[src/rtl/esp32_boot_pkg.sv]
// Shared types for the ESP32 EN/GPIO0 strap sequencer: FSM states, decoded
// host requests and the strap levels driven in each state.
package esp32_boot_pkg;

  typedef enum logic [1:0] {
    IDLE       = 2'b00,
    RST_LOW    = 2'b01,
    BOOT_STRAP = 2'b10
  } seq_state_t;

  typedef enum logic [1:0] {
    REQ_RELEASE = 2'b00,
    REQ_RESET   = 2'b01,
    REQ_BOOT    = 2'b10
  } req_t;

  typedef struct packed {
    logic en;
    logic gpio0;
  } strap_t;

  // Raw {ndtr,nrts} level that decodes to RELEASE; used as the synchroniser reset value.
  localparam logic [1:0] REQ_RAW_RELEASE = 2'b11;

  localparam strap_t STRAP_IDLE = '{en: 1'b1, gpio0: 1'b1};
  localparam strap_t STRAP_RST  = '{en: 1'b0, gpio0: 1'b1};
  localparam strap_t STRAP_BOOT = '{en: 1'b1, gpio0: 1'b0};

  function automatic req_t decode_req(input logic [1:0] ndtr_nrts);
    case (ndtr_nrts)
      2'b10:   return REQ_RESET;
      2'b01:   return REQ_BOOT;
      default: return REQ_RELEASE;
    endcase
  endfunction

  function automatic strap_t strap_for(input seq_state_t s);
    case (s)
      IDLE:       return STRAP_IDLE;
      BOOT_STRAP: return STRAP_BOOT;
      default:    return STRAP_RST;
    endcase
  endfunction

endpackage

[src/rtl/esp32_strap_debounce.sv]
// N-bit synchroniser followed by a stability-count debouncer: dout only takes
// a new value after the synchronised input has held it for DEBOUNCE_CYCLES samples.
module esp32_strap_debounce #(
  parameter int               WIDTH           = 2,
  parameter int               SYNC_STAGES     = 2,
  parameter int               DEBOUNCE_CYCLES = 250,
  parameter logic [WIDTH-1:0] RESET_VALUE     = '1
) (
  input  logic             clk,
  input  logic             rst_n,
  input  logic [WIDTH-1:0] din,
  output logic [WIDTH-1:0] dout
);

  localparam int CNT_W = $clog2(DEBOUNCE_CYCLES + 1);
  localparam logic [CNT_W-1:0] RUN_DONE = CNT_W'(DEBOUNCE_CYCLES);

  logic [SYNC_STAGES-1:0][WIDTH-1:0] sync_reg;
  logic [WIDTH-1:0]                  din_sync;
  logic [WIDTH-1:0]                  cand_reg;
  logic [WIDTH-1:0]                  dout_reg;
  logic [CNT_W-1:0]                  cnt_reg;
  logic [CNT_W-1:0]                  run_len;

  always_ff @(posedge clk or negedge rst_n) begin
    if (!rst_n) begin
      sync_reg <= {SYNC_STAGES{RESET_VALUE}};
    end else begin
      for (int i = SYNC_STAGES - 1; i > 0; i--) begin
        sync_reg[i] <= sync_reg[i-1];
      end
      sync_reg[0] <= din;
    end
  end

  assign din_sync = sync_reg[SYNC_STAGES-1];

  // Length of the current run of identical samples, including this one; any
  // change of value (glitch or new request) restarts the run at 1.
  assign run_len = (din_sync == cand_reg) ? cnt_reg + CNT_W'(1) : CNT_W'(1);

  always_ff @(posedge clk or negedge rst_n) begin
    if (!rst_n) begin
      cand_reg <= RESET_VALUE;
      dout_reg <= RESET_VALUE;
      cnt_reg  <= '0;
    end else begin
      cand_reg <= din_sync;
      if (din_sync == dout_reg) begin
        cnt_reg <= '0;
      end else if (run_len >= RUN_DONE) begin
        dout_reg <= din_sync;
        cnt_reg  <= '0;
      end else begin
        cnt_reg <= run_len;
      end
    end
  end

  assign dout = dout_reg;

endmodule

[src/rtl/esp32_boot_sequencer.sv]
// Timed EN/GPIO0 strap sequencer for the ESP32 behind the FTDI DTR/RTS lines.
// Optional boot-strap idle timeout with lockout is enabled by ESP32_BOOT_TIMEOUT_EN.
module esp32_boot_sequencer
  import esp32_boot_pkg::*;
#(
  parameter int SYNC_STAGES         = 2,
  parameter int DEBOUNCE_CYCLES     = 250,
  parameter int EN_LOW_MIN_CYCLES   = 250000,
  parameter int GPIO0_HOLD_CYCLES   = 25000,
  parameter int BOOT_TIMEOUT_CYCLES = 25000000
) (
  input  logic       clk_25mhz,
  input  logic       rst_n,
  input  logic       ftdi_ndtr,
  input  logic       ftdi_nrts,
  input  logic       ftdi_txd,
  output logic       wifi_en,
  output logic       wifi_gpio0,
  output logic [1:0] seq_state,
  output logic       boot_timeout
);

  localparam int MAX_HOLD = (EN_LOW_MIN_CYCLES > GPIO0_HOLD_CYCLES) ?
                            EN_LOW_MIN_CYCLES : GPIO0_HOLD_CYCLES;
  localparam int CNT_W = $clog2(MAX_HOLD) + 1;
  localparam logic [CNT_W-1:0] EN_LOAD = CNT_W'(EN_LOW_MIN_CYCLES - 1);
  localparam logic [CNT_W-1:0] GP_LOAD = CNT_W'(GPIO0_HOLD_CYCLES - 1);

  logic [1:0] req_raw;
  req_t       req;

  esp32_strap_debounce #(
    .WIDTH           (2),
    .SYNC_STAGES     (SYNC_STAGES),
    .DEBOUNCE_CYCLES (DEBOUNCE_CYCLES),
    .RESET_VALUE     (REQ_RAW_RELEASE)
  ) u_req_debounce (
    .clk   (clk_25mhz),
    .rst_n (rst_n),
    .din   ({ftdi_ndtr, ftdi_nrts}),
    .dout  (req_raw)
  );

  assign req = decode_req(req_raw);

  seq_state_t       state_reg, state_next;
  logic [CNT_W-1:0] seq_cnt_reg, seq_cnt_next;
  strap_t           strap_reg, strap_next;
  logic             hold_expired;
  logic             timeout_fire;
  logic             boot_expire;
  logic             lockout;

  assign hold_expired = (seq_cnt_reg == '0);

  always_comb begin
    state_next   = state_reg;
    seq_cnt_next = hold_expired ? seq_cnt_reg : seq_cnt_reg - CNT_W'(1);
    timeout_fire = 1'b0;
    case (state_reg)
      IDLE: begin
        if (req == REQ_RESET) begin
          state_next   = RST_LOW;
          seq_cnt_next = EN_LOAD;
        end else if (req == REQ_BOOT && !lockout) begin
          state_next   = BOOT_STRAP;
          seq_cnt_next = GP_LOAD;
        end
      end
      RST_LOW: begin
        // Requests seen during the pulse are ignored; only the level at expiry counts.
        if (hold_expired) begin
          if (req == REQ_BOOT) begin
            state_next   = BOOT_STRAP;
            seq_cnt_next = GP_LOAD;
          end else if (req == REQ_RELEASE) begin
            state_next = IDLE;
          end
        end
      end
      BOOT_STRAP: begin
        if (hold_expired) begin
          if (req == REQ_RESET) begin
            state_next   = RST_LOW;
            seq_cnt_next = EN_LOAD;
          end else if (req == REQ_RELEASE) begin
            state_next = IDLE;
          end else if (boot_expire) begin
            state_next   = IDLE;
            timeout_fire = 1'b1;
          end
        end
      end
      default: begin
        state_next   = RST_LOW;
        seq_cnt_next = EN_LOAD;
      end
    endcase
    strap_next = strap_for(state_next);
  end

  always_ff @(posedge clk_25mhz or negedge rst_n) begin
    if (!rst_n) begin
      state_reg   <= RST_LOW;
      seq_cnt_reg <= EN_LOAD;
      strap_reg   <= STRAP_RST;
    end else begin
      state_reg   <= state_next;
      seq_cnt_reg <= seq_cnt_next;
      strap_reg   <= strap_next;
    end
  end

  assign wifi_en    = strap_reg.en;
  assign wifi_gpio0 = strap_reg.gpio0;
  assign seq_state  = state_reg;

`ifdef ESP32_BOOT_TIMEOUT_EN
  localparam int ACT_W = $clog2(BOOT_TIMEOUT_CYCLES) + 1;
  localparam logic [ACT_W-1:0] ACT_LAST = ACT_W'(BOOT_TIMEOUT_CYCLES - 1);

  logic [1:0]       txd_sync_reg;
  logic             txd_prev_reg;
  logic             txd_edge;
  logic             hold_done_reg;
  logic [ACT_W-1:0] act_cnt_reg;
  logic             lockout_reg;
  logic             boot_timeout_reg;

  assign txd_edge    = txd_sync_reg[1] ^ txd_prev_reg;
  assign boot_expire = hold_done_reg && !txd_edge && (act_cnt_reg == ACT_LAST);
  assign lockout     = lockout_reg;

  // Activity counting starts the cycle after the GPIO0 hold has expired.
  always_ff @(posedge clk_25mhz or negedge rst_n) begin
    if (!rst_n) begin
      txd_sync_reg     <= 2'b11;
      txd_prev_reg     <= 1'b1;
      hold_done_reg    <= 1'b0;
      act_cnt_reg      <= '0;
      lockout_reg      <= 1'b0;
      boot_timeout_reg <= 1'b0;
    end else begin
      txd_sync_reg  <= {txd_sync_reg[0], ftdi_txd};
      txd_prev_reg  <= txd_sync_reg[1];
      hold_done_reg <= (state_reg == BOOT_STRAP) && (state_next == BOOT_STRAP) && hold_expired;
      if (!hold_done_reg || txd_edge) begin
        act_cnt_reg <= '0;
      end else if (act_cnt_reg != ACT_LAST) begin
        act_cnt_reg <= act_cnt_reg + ACT_W'(1);
      end
      if (timeout_fire) begin
        lockout_reg <= 1'b1;
      end else if (req == REQ_RELEASE) begin
        lockout_reg <= 1'b0;
      end
      if (timeout_fire) begin
        boot_timeout_reg <= 1'b1;
      end else if (req == REQ_RESET) begin
        boot_timeout_reg <= 1'b0;
      end
    end
  end

  assign boot_timeout = boot_timeout_reg;
`else
  logic unused_timeout;

  assign boot_expire    = 1'b0;
  assign lockout        = 1'b0;
  assign boot_timeout   = 1'b0;
  assign unused_timeout = ftdi_txd ^ timeout_fire ^ (BOOT_TIMEOUT_CYCLES > 0);
`endif

endmodule
[config.mk]
export PLATFORM = sky130hd
export DESIGN_NAME = esp32_boot_sequencer
export DESIGN_NICKNAME = d
export VERILOG_FILES = /design/src/rtl/esp32_boot_pkg.sv /design/src/rtl/esp32_strap_debounce.sv /design/src/rtl/esp32_boot_sequencer.sv
export SDC_FILE = /design/constraint.sdc
export NUM_CORES = 1
export LEC_CHECK = 0
export ABC_CLOCK_PERIOD_IN_PS = 3500
export BUFFER_PORTS_ARGS = -buffer_cell sky130_fd_sc_hd__buf_2
export CORE_UTILIZATION = 25
export CTS_BUF_LIST = sky130_fd_sc_hd__clkbuf_2 sky130_fd_sc_hd__clkbuf_4 sky130_fd_sc_hd__clkbuf_8
export CTS_CLUSTER_DIAMETER = 200
export CTS_CLUSTER_SIZE = 8
export DETAILED_ROUTE_END_ITERATION = 8
export RECOVER_POWER = 50
export SYNTH_ARGS = -nofsm -noshare
export SYNTH_HDL_FRONTEND = slang
export SYNTH_HIERARCHICAL = 1
export SYNTH_SLANG_ARGS = --single-unit
[constraint.sdc]
create_clock -name clk_25mhz -period 3.5 [get_ports clk_25mhz]
set_clock_uncertainty 0.2 [all_clocks]
set_input_delay 0.35 -clock clk_25mhz [delete_from_list [all_inputs] [get_ports clk_25mhz]]
set_output_delay 0.35 -clock clk_25mhz [all_outputs]
set_load 0.01 [all_outputs]
## After elaboration in Yosys (flattened, before gate mapping)

Index checks and enable logic that the tools add are counted.
W data, S select, Z words.

- Bits in registers: 39
- Latch bits: 0
- RAM bits: 0
- Memory bits (read-only): 0
- Bits of input ports: 5
- Output and inout bits: 5
- Logic and storage cells: 47
- Memories kept: 0

- $add $sub $neg: 2
- Multiply operators: 0
- Div/mod/pow operators: 0
- Magnitude comparators: 1
- Equal/unequal tests: 9
- Shift-type cells: 0
- Mux-type cells: 20
- Bitwise logic cells: 1
- Reduce and logical (&&, ||, !) cells: 5

Operators with widths:

| kind | count |
|---|---|
| $mux W19 | 6 |
| $pmux W19 S3 | 1 |
| $mux W8 | 3 |
| $logic_not A19 Y1 | 1 |
| $sub A19 B1 Y19 const B | 1 |
| $mux W2 | 7 |
| $add A8 B1 Y8 const B | 1 |
| $eq A2 B2 Y1 const B | 4 |
| $ge A8 B8 Y1 const B | 1 |
| $pmux W2 S2 | 2 |
| $eq A2 B1 Y1 const B | 3 |
| $logic_not A2 Y1 | 3 |
| $pmux W2 S3 | 1 |
| $eq A2 B2 Y1 | 2 |
| $reduce_and A2 Y1 | 1 |
| $not A1 Y1 | 1 |

## Logic depth before layout (Yosys ltp)

- Word-level depth: 9
- Depth in mapped cells: 8
- Gate-level depth less buffers: 7

## Hierarchy

Netlist, hierarchy kept.

By module, submodules not included:

| module | times used | cells each | area an instance (um2) | seq. area each (um2) |
|---|---|---|---|---|
| esp32_boot_sequencer | 1 | 186 | 1609.0 | 590.6 |
| esp32_strap_debounce | 1 | 61 | 752.0 | 410.4 |

## Worst setup path before layout

Ideal clock, no wire load.

- Path type: register to register
- From: register seq_cnt_reg[0]
- To: register seq_cnt_reg[14]
- Setup time: 0.092 ns
- Data arrival time: 2.069 ns
- Data required time: 3.208 ns
- Setup slack: 1.140 ns
- Cell stages (with the launch flop): 8
- Buffers on the path: 0
- Period minus slack after synthesis: 2.360 ns
- Cells stage by stage: dfstp_2 inv_1 ha_1 nor3b_1 nand3_1 o41a_1 a2111oi_0 nor3_1

- Cells in the longest elaborated chain, start to end: 5
- Elaborated cells between the ends (all ways): 9
- Those cells by class: add/sub (1); mux (7); reduce/logical (1)

RTL lines:

| element | line | source |
|---|---|---|
| from (decl) | esp32_boot_sequencer.sv:47 | `logic [CNT_W-1:0] seq_cnt_reg, seq_cnt_next;` |
| from (signal assigned) | esp32_boot_sequencer.sv:109 | `seq_cnt_reg <= seq_cnt_next;` |
| $sub A19 B1 Y19 / $logic_not A19 Y1 (equally long branches) | esp32_boot_sequencer.sv:58, esp32_boot_sequencer.sv:54 |  |
| $mux W19 | esp32_boot_sequencer.sv:58 | `seq_cnt_next = hold_expired ? seq_cnt_reg : seq_cnt_reg - CNT_W'(1);` |
| $mux W19, on equally long branches | esp32_boot_sequencer.sv:83, esp32_boot_sequencer.sv:65, esp32_boot_sequencer.sv:73 |  |
| $mux W19, on equally long branches | esp32_boot_sequencer.sv:82, esp32_boot_sequencer.sv:62, esp32_boot_sequencer.sv:72 |  |
| $pmux W19 S3 (*) | esp32_boot_sequencer.sv:60 | `case (state_reg)` |
| via seq_cnt_next[14] | esp32_boot_sequencer.sv:47 |  |

Mark *: on every way through the listed nets, which the timed path passes. The rest lies on a longest branch.
A chain may end at the register's enable or synchronous reset.

## Worst setup path after layout

Ends and elaborated chain as after synthesis.

==> impl_summary.txt <==
----------------------------------------------------
[Worst setup path]
  Critical path data arrival time ... 3020 ps
  Chain of cells forming the critical path ... inv_1 -> ha_1 -> nor4b_1 -> nand4_1 -> buf_4 -> o21ai_0 -> a2111oi_0 -> nor3_1
  Crit. End Element ... register
  Cell with the largest stage delay on the worst path ... sky130_fd_sc_hd__nor4b_1
  Critical setup path kind ... register to register
  Worst reg2reg path depth ... 8
  Required arrival time at the worst endpoint ... 3500 ps
  Worst reg2reg endpoint ... seq_cnt_reg[14]
  Longest individual stage delay on the worst path ... 520 ps
  FF-to-FF setup slack ... slightly below 500 ps
  Maximum fanout count along the critical path ... 8
  CP startpoint kind ... register
  Critical register-to-register path startpoint ... seq_cnt_reg[0]

[Power and ir drop]
  Power share of the clock group ... between 40% and 50%
  Cell internal power dissipation ... 701.8 uW
  Max rail drop VDD ... 183.9 uV
  Leakage ... 1.136 nW
  Total power divided by cell area ... 337.1 mW/mm^2
  Sw Ratio ... 21.15%
  Total design power ... 890.0 uW
  Relative contribution of sequential cells to total power ... 52.4%
  Net switching power ... 188.3 uW
  Combinational fraction of design power ... between 3 and 4%

[Timing]
  Setup Total Neg Slack ... 0 ps
  Final count of negative-setup-slack endpoints ... 0
  Final Max Tran Viols ... 40
  Timing-limited maximum frequency ... 331.2 MHz
  Worst-Margin Slew ... 2096 ps
  Final critical-path required period ... 3020 ps
  Hold violation total from the final report ... 0
  Portion of the clock cycle consumed by the worst path in the final layout ... 86.27%
  Slew margin rel. ... -39.74%
  Unrepaired setup endpoints after global routing ... no
  Worst hold slack after final layout ... 163.9 ps

[Job]
  Max-cap violations ... 1

[Floorplanning]
  Number of top-level pins ... 10
  Width of the die ... 99.18 um
  Die Outline Area ... 0.009837 mm^2
  Die span in y ... roughly 99 um
  Core Footprint ... between 0.009 and 0.01 mm^2
  Starting density of the core ... 25.67%
  Cell Rows ... 35

[Global route]
  Highest-utilization routing layer at the global route stage ... met2
  Number of global-route vias before repair ... 1,781
  Aggregate global-route resource usage ... 11.63%
  Pin count of the biggest net entering global routing ... 40
  Met1 Resource Use GR ... 16.61%
  Antenna violations before repair ... 0
  Residual overflow from global routing ... 0
  Met2 layer usage reported by global route ... 16.78%
  Wire length of the first global-routing pass ... 8.956 mm
  Met3 Resource Use GR ... 2.389%

[Clock network]
  Bufs on Longest Clock Path ... 2
  Level count of the clock H-tree ... 2
  Clock slew seen by the registers of the worst setup and hold paths ... roughly 80 ps
  CTS Root Buffer Type ... sky130_fd_sc_hd__clkbuf_8
  Setup Buffers After CTS ... 0
  CTS tree ... yes
  # clock sinks ... 39
  Cts bufs inserted ... 5
  Insertion delay of the later-clocked pin in the worst-skew pair ... 300 ps

[Synth]
  Distinct cell type count of the synthesized netlist ... 61
  Library cell with the largest summed area after synthesis ... sky130_fd_sc_hd__dfstp_2
  Post-synth ARST share ... 100.0%
  Count of synthesis-stage warnings from yosys ... 6
  Net count after synthesis ... around 260
  Most used flip-flop cell after synthesis ... sky130_fd_sc_hd__dfstp_2
  Synth Instances ... 247
  Synth Area per Inst ... 9.559 um^2
  Count of state elements after synthesis ... 39
  Post-synth design cell area ... 0.002361 mm^2
  Synth top area share ... 22.26%
  Sequential-to-total area share from yosys stat ... 42.40%
  Largest cells by area after synthesis ... sky130_fd_sc_hd__dfstp_2 (22%), sky130_fd_sc_hd__dfrtp_1 (20%), sky130_fd_sc_hd__xor2_1 (4.5%)
  Number of enable-type register cells in the synthesized netlist ... 0

[Placed design]
  Post-DP HPWL ... 3.664 mm
  Placed cell areas ... around 0.0025 mm^2
  Placer congestion estimate ... 0.8913
  Port buffer count ... 7

[Cells and area]
  Synthesis-to-layout area growth ... 11.82%
  Fin area ... 0.002640 mm^2
  Max reg flops ... 19
  Net count reported at finish ... about 270
  Ratio of cells with drive above 1 in the final layout ... 17.19%
  Count of antenna diodes in the layout ... 0

[Drt]
  Drc violations ... 0
  Pre-antenna DRT Iters ... 4
  Per-cell via count in the routed design ... ~5.0
  WL final ... about 5.3 mm
  Remaining antenna violation count ... 0
  Initial drt markers ... 142
  Overall via count from detail_route ... 1,829
  Routed WL per cell ... 14.39 um

[Min path]
  Class of the most critical hold timing path ... register to register
  Worst Hold Endpoint ... u_req_debounce/din_sync[0]
  Cell count of the worst hold path ... 0
  Worst Min Path Start ... u_req_debounce/sync_reg[0]

[Outcome]
  Failing checks ... capacitance limit, slew limit
  Status ... finished, violations left

----------------------------------------------------
-- how the worst max path moves through the flow --
stage	startpoint	to	cells after the start
6_report	seq_cnt_reg[0]	seq_cnt_reg[14]	8
5_1_grt	seq_cnt_reg[0]	seq_cnt_reg[14]	8
4_1_cts	seq_cnt_reg[0]	seq_cnt_reg[14]	8
3_5_place_dp	seq_cnt_reg[0]	seq_cnt_reg[11]	7
3_3_place_gp	seq_cnt_reg[0]	seq_cnt_reg[14]	8
2_1_floorplan	seq_cnt_reg[0]	seq_cnt_reg[14]	7
-- cell families after synthesis --
| family | after synthesis | synth area share [%] |
|---|---|---|
| AOI/OAI and AO/OA | 54 | 15.58 |
| xor gates and xnor gates | 22 | 8.479 |
| adders and majority gates | 5 | 2.650 |
| buffers and inverters | 20 | 3.709 |
| DFF | 39 | 42.40 |
| muxes | 5 | 2.279 |
| other | 1 | 0.1588 |
| and+or+nand+nor | 101 | 24.75 |
-- power by group through the flow --
stage          Combinational, mW  Sequential [mW]  Clock, mW
2_1_floorplan             0.0167            0.472          0
3_3_place_gp              0.0276            0.474          0
3_5_place_dp              0.0289            0.474          0
4_1_cts                   0.0316            0.467      0.406
5_1_grt                   0.0352            0.467      0.428
6_report                  0.0305            0.466      0.394
-- routing by layer --
metal | part of all wire, % | vias up
met5 | 0 | -
met4 | 2.3 | 0
met3 | 3.9 | 10
met2 | 43 | 35
met1 | 51 | 866
li1 | - | 918
-- synth_stat cells, types with 5 or more instances --
| master | n |
|---|---|
| sky130_fd_sc_hd__clkbuf_1 | 7 |
| sky130_fd_sc_hd__nor4_1 | 6 |
| sky130_fd_sc_hd__nand2_1 | 11 |
| sky130_fd_sc_hd__dfrtp_1 | 19 |
| sky130_fd_sc_hd__nand3_1 | 15 |
| sky130_fd_sc_hd__xnor2_1 | 9 |
| sky130_fd_sc_hd__o21ai_0 | 9 |
| sky130_fd_sc_hd__ha_1 | 5 |
| sky130_fd_sc_hd__inv_1 | 9 |
| sky130_fd_sc_hd__xor2_1 | 12 |
| sky130_fd_sc_hd__nor2_1 | 23 |
| sky130_fd_sc_hd__or4_1 | 5 |
| sky130_fd_sc_hd__nor3_1 | 5 |
| sky130_fd_sc_hd__a21oi_1 | 13 |
| sky130_fd_sc_hd__and2_1 | 7 |
| sky130_fd_sc_hd__dfstp_2 | 20 |
-- cell type report --
type	count	area [um^2]
flip-flops and latches	39	1001
repair buffers	12	76.32
fillers	960	6556
well taps	111	138.9
inverters	9	33.78
clock buffers	6	82.58
multi-input cells	188	1272
clock inverters	2	35.03
-- critical path, delay by kind of cell (launching register included) --
| family | cells | cell delay, ps |
|---|---|---|
| AOI/OAI and AO/OA | 2 | 500 |
| adders and majority gates | 1 | 170 |
| buffers and inverters | 2 | 400 |
| DFF | 1 | 400 |
| and+or+nand+nor | 3 | 1250 |
-- cell usage in the layout, fill, tap and decap left out, types with 4 or more instances in the layout --
cell type,Yosys,routed
sky130_fd_sc_hd__a21oi_1,13,13
sky130_fd_sc_hd__a31oi_1,4,4
sky130_fd_sc_hd__and2_1,7,7
sky130_fd_sc_hd__buf_2,1,4
sky130_fd_sc_hd__clkbuf_8,0,6
sky130_fd_sc_hd__dfrtp_1,19,19
sky130_fd_sc_hd__dfstp_2,20,18
sky130_fd_sc_hd__ha_1,5,5
sky130_fd_sc_hd__inv_1,9,9
sky130_fd_sc_hd__nand2_1,11,11
sky130_fd_sc_hd__nand3_1,15,15
sky130_fd_sc_hd__nand4_1,4,4
sky130_fd_sc_hd__nor2_1,23,23
sky130_fd_sc_hd__nor3_1,5,5
sky130_fd_sc_hd__nor4_1,6,6
sky130_fd_sc_hd__o21ai_0,9,9
sky130_fd_sc_hd__or4_1,5,5
sky130_fd_sc_hd__xnor2_1,9,9
sky130_fd_sc_hd__xor2_1,12,12
-- per-stage QoR --
stage                     setup slack [ps]  cells  utilization, %
after floorplan                       1140    247               -
after global placement               608.7    356           27.14
after detailed placement             616.4    356           27.14
after CTS                            581.0    367           28.75
after global routing                 116.5    367           28.71
final                                480.5    367           28.71
-- timing repair --
action                    in CTS  in global routing
hold endpoints to repair      12                  0
resized for setup              0                  0
hold buffers                   3                  0
Power figures use the tool's default switching activity.
